--- src/rtl/chnlnk_frame_rx.sv ---
// chnlnk_frame_rx -- receive-side deframer for the DCFEB channel-link frame stream.
//
// Hunts for a K-marked header word, forwards SAMP_MAX payload words tagged with their
// in-frame index, then checks the trailing CRC-16 word. Truncated frames (early header
// or idle timeout) and CRC mismatches are flagged and counted.
//
// Ports:
//   CLK       system clock
//   RST_N     synchronous active-low reset
//   RX_DATA   received link word
//   RX_K      header marker, qualifies RX_DATA as a header word
//   RX_VALID  RX_DATA/RX_K valid this cycle (low = stall)
//   SAMP_MAX  payload words per frame, latched at header
//   CNT_CLR   synchronous clear of FRM_CNT and ERR_CNT
//   HDR_WORD  last accepted header word
//   DOUT      payload word
//   DOUT_WE   DOUT valid strobe
//   SEQ       sequence index of DOUT
//   SOF       with first payload DOUT_WE, or with the header when SAMP_MAX=0
//   FRM_DONE  pulse: CRC word consumed, frame complete
//   CRC_ERR   pulse with FRM_DONE when the CRC mismatches
//   LEN_ERR   pulse: frame truncated (early header or timeout)
//   FRM_CNT   good-frame count (wraps)
//   ERR_CNT   error count (saturates)
//   STATE     FSM state: 0 HUNT, 1 PLD, 2 CRCW
module chnlnk_frame_rx #(
  parameter int unsigned DW  = 16,
  parameter int unsigned TMO = 255
) (
  input  logic          CLK,
  input  logic          RST_N,
  input  logic [DW-1:0] RX_DATA,
  input  logic          RX_K,
  input  logic          RX_VALID,
  input  logic [6:0]    SAMP_MAX,
  input  logic          CNT_CLR,
  output logic [DW-1:0] HDR_WORD,
  output logic [DW-1:0] DOUT,
  output logic          DOUT_WE,
  output logic [6:0]    SEQ,
  output logic          SOF,
  output logic          FRM_DONE,
  output logic          CRC_ERR,
  output logic          LEN_ERR,
  output logic [15:0]   FRM_CNT,
  output logic [7:0]    ERR_CNT,
  output logic [1:0]    STATE
);

  // Idle counter only needs to reach TMO-1; the TMO-th idle cycle fires the abort.
  localparam int unsigned TW = (TMO > 1) ? $clog2(TMO) : 1;
  localparam logic [TW-1:0] TmoLast = (TMO == 0) ? '0 : TW'(TMO - 1);

  typedef enum logic [1:0] {
    StHunt = 2'd0,
    StPld  = 2'd1,
    StCrcw = 2'd2
  } state_e;

  state_e          state_q, state_d;
  logic [DW-1:0]   hdr_q, hdr_d;
  logic [DW-1:0]   dout_q, dout_d;
  logic            dout_we_q, dout_we_d;
  logic [6:0]      seq_out_q, seq_out_d;
  logic            sof_q, sof_d;
  logic            frm_done_q, frm_done_d;
  logic            crc_err_q, crc_err_d;
  logic            len_err_q, len_err_d;
  logic [15:0]     frm_cnt_q, frm_cnt_d;
  logic [7:0]      err_cnt_q, err_cnt_d;
  logic [6:0]      smax_q, smax_d;
  logic [6:0]      seq_q, seq_d;
  logic [15:0]     crc_q, crc_d;
  logic [TW-1:0]   idle_q, idle_d;
  logic            start_frame;

  // CRC-16 CCITT (poly 0x1021), one bit per step, MSB of the word first.
  function automatic logic [15:0] crc_step(input logic [15:0] crc, input logic [DW-1:0] word);
    logic [15:0] c;
    logic        fb;
    c = crc;
    for (int i = DW - 1; i >= 0; i--) begin
      fb = c[15] ^ word[i];
      c  = {c[14:0], 1'b0} ^ (fb ? 16'h1021 : 16'h0000);
    end
    return c;
  endfunction

  always_comb begin
    state_d     = state_q;
    hdr_d       = hdr_q;
    dout_d      = dout_q;
    seq_out_d   = seq_out_q;
    smax_d      = smax_q;
    seq_d       = seq_q;
    crc_d       = crc_q;
    idle_d      = idle_q;
    frm_cnt_d   = frm_cnt_q;
    err_cnt_d   = err_cnt_q;
    dout_we_d   = 1'b0;
    sof_d       = 1'b0;
    frm_done_d  = 1'b0;
    crc_err_d   = 1'b0;
    len_err_d   = 1'b0;
    start_frame = 1'b0;

    if (RX_VALID) begin
      idle_d = '0;
      case (state_q)
        StHunt: begin
          // Non-K words while hunting are line noise between frames: dropped silently.
          if (RX_K) start_frame = 1'b1;
        end
        StPld: begin
          if (RX_K) begin
            len_err_d   = 1'b1;
            start_frame = 1'b1;
          end else begin
            dout_d    = RX_DATA;
            dout_we_d = 1'b1;
            seq_out_d = seq_q;
            sof_d     = (seq_q == 7'd0);
            crc_d     = crc_step(crc_q, RX_DATA);
            if (seq_q == smax_q - 7'd1) begin
              state_d = StCrcw;
            end else begin
              seq_d = seq_q + 7'd1;
            end
          end
        end
        StCrcw: begin
          if (RX_K) begin
            len_err_d   = 1'b1;
            start_frame = 1'b1;
          end else begin
            frm_done_d = 1'b1;
            crc_err_d  = (RX_DATA != DW'(crc_q));
            state_d    = StHunt;
          end
        end
        default: state_d = StHunt;
      endcase

      // A header always restarts framing, whatever state it interrupted.
      if (start_frame) begin
        hdr_d  = RX_DATA;
        smax_d = SAMP_MAX;
        crc_d  = crc_step(16'hFFFF, RX_DATA);
        seq_d  = 7'd0;
        if (SAMP_MAX == 7'd0) begin
          state_d = StCrcw;
          sof_d   = 1'b1;
        end else begin
          state_d = StPld;
        end
      end
    end else if ((TMO != 0) && (state_q != StHunt)) begin
      if (idle_q == TmoLast) begin
        len_err_d = 1'b1;
        state_d   = StHunt;
        idle_d    = '0;
      end else begin
        idle_d = idle_q + TW'(1);
      end
    end

    // Counters advance on the same edge that raises the corresponding pulse.
    if (CNT_CLR) begin
      frm_cnt_d = '0;
      err_cnt_d = '0;
    end else begin
      if (frm_done_d && !crc_err_d) frm_cnt_d = frm_cnt_q + 16'd1;
      if ((crc_err_d || len_err_d) && (err_cnt_q != 8'hFF)) err_cnt_d = err_cnt_q + 8'd1;
    end
  end

  always_ff @(posedge CLK) begin
    if (!RST_N) begin
      state_q    <= StHunt;
      hdr_q      <= '0;
      dout_q     <= '0;
      dout_we_q  <= 1'b0;
      seq_out_q  <= '0;
      sof_q      <= 1'b0;
      frm_done_q <= 1'b0;
      crc_err_q  <= 1'b0;
      len_err_q  <= 1'b0;
      frm_cnt_q  <= '0;
      err_cnt_q  <= '0;
      smax_q     <= '0;
      seq_q      <= '0;
      crc_q      <= '0;
      idle_q     <= '0;
    end else begin
      state_q    <= state_d;
      hdr_q      <= hdr_d;
      dout_q     <= dout_d;
      dout_we_q  <= dout_we_d;
      seq_out_q  <= seq_out_d;
      sof_q      <= sof_d;
      frm_done_q <= frm_done_d;
      crc_err_q  <= crc_err_d;
      len_err_q  <= len_err_d;
      frm_cnt_q  <= frm_cnt_d;
      err_cnt_q  <= err_cnt_d;
      smax_q     <= smax_d;
      seq_q      <= seq_d;
      crc_q      <= crc_d;
      idle_q     <= idle_d;
    end
  end

  assign HDR_WORD = hdr_q;
  assign DOUT     = dout_q;
  assign DOUT_WE  = dout_we_q;
  assign SEQ      = seq_out_q;
  assign SOF      = sof_q;
  assign FRM_DONE = frm_done_q;
  assign CRC_ERR  = crc_err_q;
  assign LEN_ERR  = len_err_q;
  assign FRM_CNT  = frm_cnt_q;
  assign ERR_CNT  = err_cnt_q;
  assign STATE    = state_q;

endmodule

--- config.mk ---
export PLATFORM = sky130hd
export DESIGN_NAME = chnlnk_frame_rx
export DESIGN_NICKNAME = d
export VERILOG_FILES = /design/src/rtl/chnlnk_frame_rx.sv
export SDC_FILE = /design/constraint.sdc
export NUM_CORES = 1
export LEC_CHECK = 0
export ABC_AREA = 1
export CELL_PAD_IN_SITES_DETAIL_PLACEMENT = 1
export CELL_PAD_IN_SITES_GLOBAL_PLACEMENT = 1
export CORE_UTILIZATION = 42
export CTS_CLUSTER_SIZE = 20
export DETAILED_ROUTE_END_ITERATION = 7
export PLACE_DENSITY = 0.83
export SYNTH_ARGS = -nofsm -noshare
export SYNTH_HDL_FRONTEND = slang
export SYNTH_SLANG_ARGS = --single-unit
--- constraint.sdc ---
create_clock -name CLK -period 5.4 [get_ports CLK]
set_input_delay 1.08 -clock CLK [delete_from_list [all_inputs] [get_ports CLK]]
set_output_delay 1.08 -clock CLK [all_outputs]
set_load 0.01 [all_outputs]
==> results.yml <==
worst_hold_path:
  hold_path_class: "register to register"
cts:
  numCtsBuffers: 9
  cts-resized-gates: 0
  htreeDepth: 3
  clk_latency_ns: 0.36
  clock-root-buffer: "clkbuf_16"
  cts_hold_buf: 0
  cts_setup_buffers: 0
  cts_tree: "done"
  clock_path_buffers: 2
  clk_pin_slew_ns: 0.07
  cts_sinks: 108
layout:
  area_growth_syn_to_layout_pct: 21.6
  num-fill-cells: 1831
  final_cell_count_no_fill: 1158
  drive_gt1_share_pct: 5.52
  fin_nets: 1013
  antenna_cells: 0
worst_setup_path:
  reg2reg_depth: 10
  critPathBufInv: 6
  crit_chain: "clkdlybuf4s50_1 -> inv_1 -> nor2_4 -> inv_1 -> nor2_2 -> buf_4 -> inv_1 -> nand2_2 -> inv_1 -> nand2_1 -> a21oi_1"
  cpMaxStageDelayCell: "clkdlybuf4s50_1"
  cp-startpoint: "RX_K"
  r2r-start: "STATE[0]"
  critPathCaptureType: "register"
  cpMostUsedCell: "inv_1"
  worstSetupPathType: "primary input to register"
  cp.arrival_ns: 3.95
  critPathMaxStageDelay_ns: 0.52
  cp_max_fo: 30
  cp_top_family: "buffers and inverters"
  startpoint_type: "primary input"
  r2r_slack_ns: 2.36
  crit_path_end: "seq_q[1]"
  crit_required_ns: 5.61
  cp_num_cells: 11
  reg2reg_to: "seq_q[1]"
detailed_routing:
  vias: 6105
  drt_iter0_drc: 294
  viasPerCell: 5.27
  ant_nets: 0
  drt_wl_total_um: 19100
  drc: 0
  wl_per_cell_um: 16.5
  first_pass_iters: 4
logic_synthesis:
  ys_types: 41
  ys_ff_latch: 108
  syn_area_um2: 6140
  synth-seq-area-share_pct: 35.2
  synthXorXnorAreaFrac_pct: 10.9
  synth_mux_area_share_pct: 0
  synth_top_family_by_area: "simple AND/OR/NAND/NOR gates"
  synth_enable_flop_cells: 0
  synth_commonest_cells: "nand2_1 (198), dfxtp_1 (108), inv_1 (94)"
  yosys.cell_count.top_type: "nand2_1"
  synth_compound_area_share_pct: 13.6
  yosys_warnings: 0
  synthFlopType: "dfxtp_1"
  synth_top_cell_by_area: "dfxtp_1"
  synth_area_per_cell_um2: 6.90
  yosys-top-cells-area: "dfxtp_1 (35%), nand2_1 (12%), a21oi_1 (7.5%)"
  async_flop_share_pct: 0
  synth_top_cell_area_share_pct: 35.2
  synthAdderAreaFrac_pct: 2.24
  syn-num-nets: 930
  yosys.area_share.simple_pct: 29.4
  synthCells: 891
timing:
  worst_clock_skew_ns: 0.00841
  worstMarginPinSlew_ns: 0.851
  hold_violations: 0
  period_minus_slack_ns: 3.74
  timing.final.ws_setup_ns: 1.66
  slew_viol_final: 0
  clock.fmax_mhz: 267
  slew_headroom_pct: 43.0
  min_period_over_period_pct: 69.2
  finalSetupViolations: 0
  finalSetupTns_ns: 0
  grt_setup_unrepaired: "no"
floorplan:
  chipWidth_um: 123
  coreArea_um2: 14100
  rows: 43
  die_y_um: 123
  start_util_pct: 43.6
  pin_count: 98
  dieArea_um2: 15100
grt:
  antenna_found_initial: 0
  grt_max_degree: 65
  grt_pass1_wl_um: 30400
  grt.total_usage_pct: 26.3
  first_global_vias: 5877
  overflow: 0
placement:
  port_buffers: 97
  gp_congestion: 0.835
  pre_cts_slack_ns: 1.34
  dpl.hpwl_um: 14200
  dp.cells: 1143
power_and_ir_drop:
  cellPowerDensity_nw_per_um2: 270
  ir_worst_vdd_v: 0.000164
  power_mw: 2.02
  p_leak_nw: 3.13
run_status:
  outcome: "finished clean"
job:
  max-cap-violations: 0
-- stage by stage --
stage,hold WS [ns],instance area [um2],utilization (%)
after floorplan,0.463,6140,-
after global placement,0.473,7220,51.2
after detailed placement,0.479,7220,51.2
after CTS,0.494,7470,53.0
after global routing,0.509,7470,53.0
final,0.488,7470,53.0
-- per-layer routing --
metal	global-route usage [%]	share of wire, %	wire length (um)	vias to the layer above
met3	5.81	5.0	951	27
li1	-	-	-	3037
met1	34.4	47	8990	2902
met2	42.5	46	8730	139
met5	0	0	0	-
met4	9.15	2.4	462	0
-- registers in the layout, indices dropped and copies added, names as in the netlist --
signal	cells
FRM_CNT	16
SOF	1
DOUT	16
DOUT_WE	1
seq_q	7
smax_q	7
idle_q	8
STATE	2
FRM_DONE	1
CRC_ERR	1
HDR_WORD	16
ERR_CNT	8
SEQ	7
LEN_ERR	1
crc_q	16
-- worst register-to-register path: stages (launching register included) --
cell	delay, ns
dfxtp_1	0.38
ha_1	0.27
nor2_4	0.38
inv_1	0.46
nor2_2	0.18
buf_4	0.29
inv_1	0.35
nand2_2	0.30
inv_1	0.14
nand2_1	0.08
a21oi_1	0.07
-- worst min path at each step --
stage               startpoint         end  cells after the start
finish              ERR_CNT[5]  ERR_CNT[5]                      2
floorplan            smax_q[5]   smax_q[5]                      2
global route        ERR_CNT[5]  ERR_CNT[5]                      2
detailed placement     DOUT[1]     DOUT[1]                      2
global placement       DOUT[0]     DOUT[0]                      2
CTS                 ERR_CNT[5]  ERR_CNT[5]                      2
-- cells in the final DEF (no fill, tap or decap), types with 3 or more instances in the layout --
master           Yosys  final
a21oi_1             92     92
a31oi_1              5      5
buf_4                1      5
clkbuf_1            18      4
clkbuf_16            0      9
clkdlybuf4s50_1      0     96
clkinv_2             2      3
dfxtp_1            108    108
ha_1                11     11
inv_1               94     94
nand2_1            198    198
nand2_2             17     17
nand2_4              3      3
nand3_1             72     72
nand4_1             12     12
nor2_1              85     84
nor3_1               8      8
nor4_1               4      4
o21ai_0             57     57
o21ai_1              6      6
xnor2_1             27     27
xnor2_2              4      4
xor2_1              35     35
-- cell families after synthesis --
logic type      count (synthesis)
xor+xnor                       69
simple gates                  410
buf+inv                       129
compound gates                164
fa+ha+maj                      11
flops                         108
-- power breakdown --
part / switching, mW / internal, mW / total, mW
clock network: 0.307 / 0.311 / 0.618
logic: 0.341 / 0.198 / 0.539
registers: 0.0296 / 0.831 / 0.861
-- layout make-up --
cell class | instances | area (um2) | share of cell area (%)
Clock buffer | 13 | 240 | 3.21
Clock inverter | 2 | 12.5 | 0.167
Inverter | 99 | 377 | 5.04
Multi-Input combinational cell | 654 | 3450 | 46.2
Sequential cell | 108 | 2160 | 28.9
Tap cell | 180 | 225 | 3.01
Timing Repair Buffer | 102 | 1000 | 13.4
Note: power is estimated with default switching activity, not from simulation.
